**config.mk**
```make
export PLATFORM = sky130hd
export DESIGN_NAME = seq_adder_flags
export DESIGN_NICKNAME = d
export VERILOG_FILES = /design/src/rtl/seq_adder_pkg.sv /design/src/rtl/chunk_adder.sv /design/src/rtl/seq_adder_flags.sv
export SDC_FILE = /design/constraint.sdc
export NUM_CORES = 1
export LEC_CHECK = 0
export CORE_MARGIN = 8
export CORE_UTILIZATION = 36
export CTS_CLUSTER_DIAMETER = 150
export CTS_CLUSTER_SIZE = 8
export DETAILED_ROUTE_END_ITERATION = 10
export PLACE_DENSITY_LB_ADDON = 0.05
export SLEW_MARGIN = 20
export SYNTH_ARGS = -nofsm -noshare
export SYNTH_HDL_FRONTEND = slang
export SYNTH_SLANG_ARGS = --single-unit
```
**constraint.sdc**
```tcl
create_clock -name clk -period 5.1 [get_ports clk]
set_clock_uncertainty 0.15 [all_clocks]
set_input_delay 1.02 -clock clk [delete_from_list [all_inputs] [get_ports clk]]
set_output_delay 1.02 -clock clk [all_outputs]
set_load 0.01 [all_outputs]
```
**src/rtl/seq_adder_pkg.sv**
```systemverilog
// Shared encodings for the sequential flag adder: operation modes and FSM states.
package seq_adder_pkg;

    localparam logic [1:0] MODE_ADD = 2'b00;
    localparam logic [1:0] MODE_SUB = 2'b01;
    localparam logic [1:0] MODE_ADC = 2'b10;
    localparam logic [1:0] MODE_SBB = 2'b11;

    typedef enum logic [1:0] {
        S_IDLE,
        S_RUN,
        S_DONE
    } state_e;

endpackage

```
**src/rtl/chunk_adder.sv**
```systemverilog
// Combinational CHUNK-bit adder slice; also exposes the carry into its MSB so the
// top can derive signed overflow from the last slice.
module chunk_adder #(
    parameter int unsigned CHUNK = 4
) (
    input  logic [CHUNK-1:0] a,
    input  logic [CHUNK-1:0] b,
    input  logic             cin,
    output logic [CHUNK-1:0] s,
    output logic             cout,
    output logic             cmsb
);

    logic [CHUNK:0] sum;

    always_comb begin
        sum  = {1'b0, a} + {1'b0, b} + {{CHUNK{1'b0}}, cin};
        s    = sum[CHUNK-1:0];
        cout = sum[CHUNK];
        // Sum bit = a ^ b ^ carry_in, so the carry into the MSB falls out directly.
        cmsb = sum[CHUNK-1] ^ a[CHUNK-1] ^ b[CHUNK-1];
    end

endmodule

```
**src/rtl/seq_adder_flags.sv**
```systemverilog
// Multi-cycle add/subtract with status flags: CHUNK bits per clock through a
// registered ripple carry, valid/ready handshakes on input and output.
module seq_adder_flags
    import seq_adder_pkg::*;
#(
    parameter int unsigned WIDTH = 16,
    parameter int unsigned CHUNK = 4
) (
    input  logic             clk,
    input  logic             rst,
    input  logic             in_valid,
    output logic             in_ready,
    input  logic [WIDTH-1:0] in_x,
    input  logic [WIDTH-1:0] in_y,
    input  logic [1:0]       in_mode,
    input  logic             in_cin,
    output logic             out_valid,
    input  logic             out_ready,
    output logic [WIDTH-1:0] out_z,
    output logic             out_sign,
    output logic             out_zero,
    output logic             out_carry,
    output logic             out_parity,
    output logic             out_overflow,
    output logic             busy
);

    localparam int unsigned CHUNK_SAFE = (CHUNK == 0) ? 1 : CHUNK;
    localparam int unsigned NSLICE     = WIDTH / CHUNK_SAFE;
    localparam int unsigned CW         = (NSLICE > 1) ? $clog2(NSLICE) : 1;

    if (CHUNK == 0 || CHUNK > WIDTH || (WIDTH % CHUNK_SAFE) != 0) begin : g_bad_params
        $error("seq_adder_flags: CHUNK must be nonzero and divide WIDTH");
    end

    state_e           state_q, state_d;
    logic [CW-1:0]    idx_q, idx_d;
    logic             c_q, c_d;
    logic [WIDTH-1:0] x_q, x_d;
    logic [WIDTH-1:0] y_q, y_d;
    logic [WIDTH-1:0] z_q, z_d;
    logic             sign_q, sign_d;
    logic             zero_q, zero_d;
    logic             carry_q, carry_d;
    logic             parity_q, parity_d;
    logic             ovf_q, ovf_d;

    logic [31:0]      base;
    logic [CHUNK-1:0] a_slice, b_slice, s_slice;
    logic             slice_cout, slice_cmsb;

    always_comb begin
        base    = 32'(idx_q) * CHUNK;
        a_slice = x_q[base +: CHUNK];
        b_slice = y_q[base +: CHUNK];
    end

    chunk_adder #(
        .CHUNK (CHUNK)
    ) u_chunk_adder (
        .a    (a_slice),
        .b    (b_slice),
        .cin  (c_q),
        .s    (s_slice),
        .cout (slice_cout),
        .cmsb (slice_cmsb)
    );

    always_comb begin
        state_d  = state_q;
        idx_d    = idx_q;
        c_d      = c_q;
        x_d      = x_q;
        y_d      = y_q;
        z_d      = z_q;
        sign_d   = sign_q;
        zero_d   = zero_q;
        carry_d  = carry_q;
        parity_d = parity_q;
        ovf_d    = ovf_q;

        unique case (state_q)
            S_IDLE: begin
                if (in_valid) begin
                    x_d   = in_x;
                    idx_d = '0;
                    unique case (in_mode)
                        MODE_SUB: begin y_d = ~in_y; c_d = 1'b1;   end
                        MODE_ADC: begin y_d = in_y;  c_d = in_cin; end
                        MODE_SBB: begin y_d = ~in_y; c_d = in_cin; end
                        default:  begin y_d = in_y;  c_d = 1'b0;   end
                    endcase
                    state_d = S_RUN;
                end
            end
            S_RUN: begin
                z_d[base +: CHUNK] = s_slice;
                c_d   = slice_cout;
                idx_d = idx_q + 1'b1;
                if (idx_q == CW'(NSLICE - 1)) begin
                    idx_d    = '0;
                    c_d      = 1'b0;
                    sign_d   = z_d[WIDTH-1];
                    zero_d   = (z_d == '0);
                    carry_d  = slice_cout;
                    parity_d = ~^z_d;
                    ovf_d    = slice_cmsb ^ slice_cout;
                    state_d  = S_DONE;
                end
            end
            S_DONE: begin
                if (out_ready) begin
                    state_d = S_IDLE;
                end
            end
            default: state_d = S_IDLE;
        endcase
    end

    always_ff @(posedge clk) begin
        if (rst) begin
            state_q  <= S_IDLE;
            idx_q    <= '0;
            c_q      <= 1'b0;
            x_q      <= '0;
            y_q      <= '0;
            z_q      <= '0;
            sign_q   <= 1'b0;
            zero_q   <= 1'b0;
            carry_q  <= 1'b0;
            parity_q <= 1'b0;
            ovf_q    <= 1'b0;
        end else begin
            state_q  <= state_d;
            idx_q    <= idx_d;
            c_q      <= c_d;
            x_q      <= x_d;
            y_q      <= y_d;
            z_q      <= z_d;
            sign_q   <= sign_d;
            zero_q   <= zero_d;
            carry_q  <= carry_d;
            parity_q <= parity_d;
            ovf_q    <= ovf_d;
        end
    end

    always_comb begin
        in_ready     = (state_q == S_IDLE);
        out_valid    = (state_q == S_DONE);
        busy         = (state_q == S_RUN);
        out_z        = z_q;
        out_sign     = sign_q;
        out_zero     = zero_q;
        out_carry    = carry_q;
        out_parity   = parity_q;
        out_overflow = ovf_q;
    end

endmodule

```
==> flow_metrics.tcl <==
set metrics [dict create \
    status "finished, final reports clean" \
    hold_viol_final 0 \
    synth.largest_area_cell "dfxtp_1" \
    synthTopCellsByArea "dfxtp_1 37%, ha_1 6.8%, xnor2_1 6.8%" \
    p_switching_mw 0.319 \
    p_clk_share_pct 33.5 \
    cts_setup_buffers 0 \
    antenna_found_initial 0 \
    antenna_left 0 \
    cts_buffers 9 \
    critical_path_class "register to register" \
    critPathLaunchType "register" \
    r2r_start "idx_q[0]$_SDFFE_PP0P_" \
    firstDrtPassIters 4 \
    p_int_mw 0.776 \
    synth_ff_type "dfxtp_1" \
    tns_ns 0 \
    finalCritPeriodShare_pct 82.3 \
    nets 453 \
    synth_top_area_share_pct 37.3 \
    p_comb_share_pct 21.3 \
    routabilityCongestion 0.784 \
    post-route-util_pct 46.4 \
    vias_per_cell 5.06 \
    final_cells 508 \
    crit_required_ns 5.22 \
    grt_max_degree 49 \
    dp.cells 492 \
    clk-insertion-delay-late_ns 0.34 \
    hpwlAfterDp_mm 5.75 \
    drt_wl_total_mm 7.59 \
    crit_slowest_cell "dfxtp_1" \
    drc 0 \
    grt_pass1_wl_mm 12.5 \
    crit_buf_inv 0 \
    grt_pass1_vias 2564 \
    clock_path_buffers 2 \
    startpoint "idx_q[0]$_SDFFE_PP0P_" \
    place.port_buffers 62 \
    cts_sinks 58 \
    ys_ff_latch 58 \
    setup_viol 0 \
    slew_viol_final 0 \
    synth_adder_area_share_pct 8.13 \
    wl_per_cell_um 14.9 \
    synth_cells 340 \
    tightest_slew_ns 0.892 \
    drv_cap 0 \
    min_period_ns 4.20 \
    fp-row-count 34 \
    seqPwrFrac_pct 45.2 \
    ctsHoldBuffers 0 \
    cts_root_buf "clkbuf_8" \
    vias 2572 \
    die_h_um 109 \
    die_width_um 109 \
    slew-limit-headroom_pct 40.3 \
    ys_seq_area_share_pct 37.3 \
    syn-cell-area_um2 3110 \
    fp.dieArea_um2 11900 \
    cts.htree.levels 3 \
    synth-compound-area-share_pct 18.3 \
    drtIter0Drc 112 \
    area_delta_synth_final_pct 27.7 \
    yosysWarnings 0 \
    design_area_um2 3970 \
    drive_above_1_share_pct 8.25 \
    post_dp_cell_area_um2 3800 \
    muxShareOfSynthArea_pct 7.24 \
    syn_nets 398 \
    path_cells "mux4_1 -> fa_1 -> and3_1 -> or3_1 -> and2_1 -> a22oi_1 -> ha_1 -> xnor2_1 -> xnor2_1 -> xnor2_1 -> nand2_1 -> a21oi_1" \
    p_per_area_nw_per_um2 276 \
    leakage_nw 1.42 \
    rsz0062_at_grt "false" \
    hp-class "register to register" \
    power.total_mw 1.09 \
    cp_max_fo 14 \
    p_sw_share_pct 29.2 \
    synth_cell_types 43 \
    io_pins 63 \
    gr-total-overflow 0 \
    cp-end-kind "register" \
    critPathTopFamily "simple AND/OR/NAND/NOR gates" \
    clk_pin_slew_ns 0.06 \
    post_cts_resize_count 0 \
    arrival_ns 4.31 \
    synth_top_family_by_area "compound AO/OA/AOI/OAI gates" \
    syn_area_per_cell_um2 9.15 \
    hp-start "x_q[5]$_SDFFE_PP0P_" \
    track_usage_pct 13.4 \
    yosys.area_share.simple_pct 17.8 \
    synth_xor_xnor_area_share_pct 6.76 \
    initial_core_util_pct 36.4 \
    synth_edf_count 0 \
    cts_tree "done" \
    cpMostUsedCell "xnor2_1" \
    fmax_ghz 0.238 \
    antenna_cells 0 \
    ir_drop_uv 115 \
    core_area_um2 8550 \
    postSynth.asyncResetShare_pct 0 \
    slowest_delay_ns 0.74 \
]
placed cells by master, fill, tap and decap left out, drive strengths merged, types with 2 or more instances in the layout:
cell / count
clkdlybuf4s50: 61
dfxtp: 58
nor2: 45
nand2: 39
a21oi: 25
xnor2: 24
a22oi: 21
a211oi: 18
ha: 17
inv: 12
clkbuf: 11
a32oi: 8
mux4: 8
nor2b: 6
buf: 5
o21ai: 3
or3: 3
and2: 3
clkinv: 3
and3: 3
nor4b: 2
mux2: 2
nand4: 2
nor3: 2
fa: 2
clkinvlp: 2
nor4: 2
power groups by stage:
stage | clock network [mW] | logic [mW] | registers [mW]
finish | 0.367 | 0.233 | 0.495
global route | 0.398 | 0.260 | 0.499
CTS | 0.377 | 0.236 | 0.496
detailed placement | 0 | 0.235 | 0.506
global placement | 0 | 0.233 | 0.507
floorplan | 0 | 0.161 | 0.498
logic make-up (layout without fill, tap and decap cells):
family          count (synthesis)  after routing
fa+ha+maj                      19             19
mux                            10             10
simple gates                  113            113
buf+inv                        34             94
flops                          58             58
xor+xnor                       24             24
compound gates                 82             82
layer usage:
layer  global-route usage, %  share of wire, %  vias to the layer above
li1                        -                 -                     1327
met1                    17.0                48                     1168
met2                    21.0                45                       64
met3                    3.43               5.6                       13
met4                    5.87               1.6                        0
met5                       0                 0                        -
final cells by class:
type / count / area, um^2
Clock buffer: 11 / 141
Clock inverter: 5 / 30.0
Fill cell: 853 / 4580
Inverter: 12 / 45.0
Multi-Input combinational cell: 248 / 1810
Sequential cell: 58 / 1160
Tap cell: 108 / 135
Timing Repair Buffer: 66 / 646
state kept, by name, indices dropped and copies added (netlist names):
register      count
out_overflow      1
out_parity        1
out_z            16
idx_q             2
y_q              16
state_q           2
out_carry         1
out_zero          1
x_q              16
out_sign          1
c_q               1
final timing paths:
kind / depth (start not counted) / slack (ns) / endpoint
hold / removal: 2 / 0.31 / x_q[5]$_SDFFE_PP0P_
setup reg to reg: 12 / 0.90 / out_parity$_SDFFE_PP0P_
setup / recovery: 12 / 0.90 / out_parity$_SDFFE_PP0P_
hold reg to reg: 2 / 0.31 / x_q[5]$_SDFFE_PP0P_
synth_stat cells (2+ instances only):
cell type / number
a211oi_1: 18
a21oi_1: 25
a22oi_1: 21
a32oi_1: 8
and2_1: 3
and3_4: 2
buf_2: 2
clkbuf_1: 17
dfxtp_1: 58
fa_1: 2
ha_1: 17
inv_1: 12
mux2_2: 2
mux4_1: 6
mux4_2: 2
nand2_1: 39
nand4_1: 2
nor2_1: 45
nor2b_1: 6
nor3_1: 2
nor4b_2: 2
o21ai_0: 3
or3_1: 3
xnor2_1: 24
worst reg2reg max path, delay by kind of cell, from the launching register on:
kind	cells	cell delay [ns]
DFF	1	0.74
and+or+nand+nor	4	0.93
muxes	1	0.67
adders and majority gates	2	0.71
AOI/OAI and AO/OA	2	0.42
xor gates and xnor gates	3	0.50
per-stage QoR:
step / hold WS [ns] / worst slack [ns]
5_1_grt: 0.323 / 0.632
6_report: 0.305 / 0.904
2_1_floorplan: 0.282 / 1.28
3_5_place_dp: 0.295 / 0.900
3_3_place_gp: 0.294 / 1.07
4_1_cts: 0.304 / 0.868
Note: power is estimated with default switching activity, not from simulation.
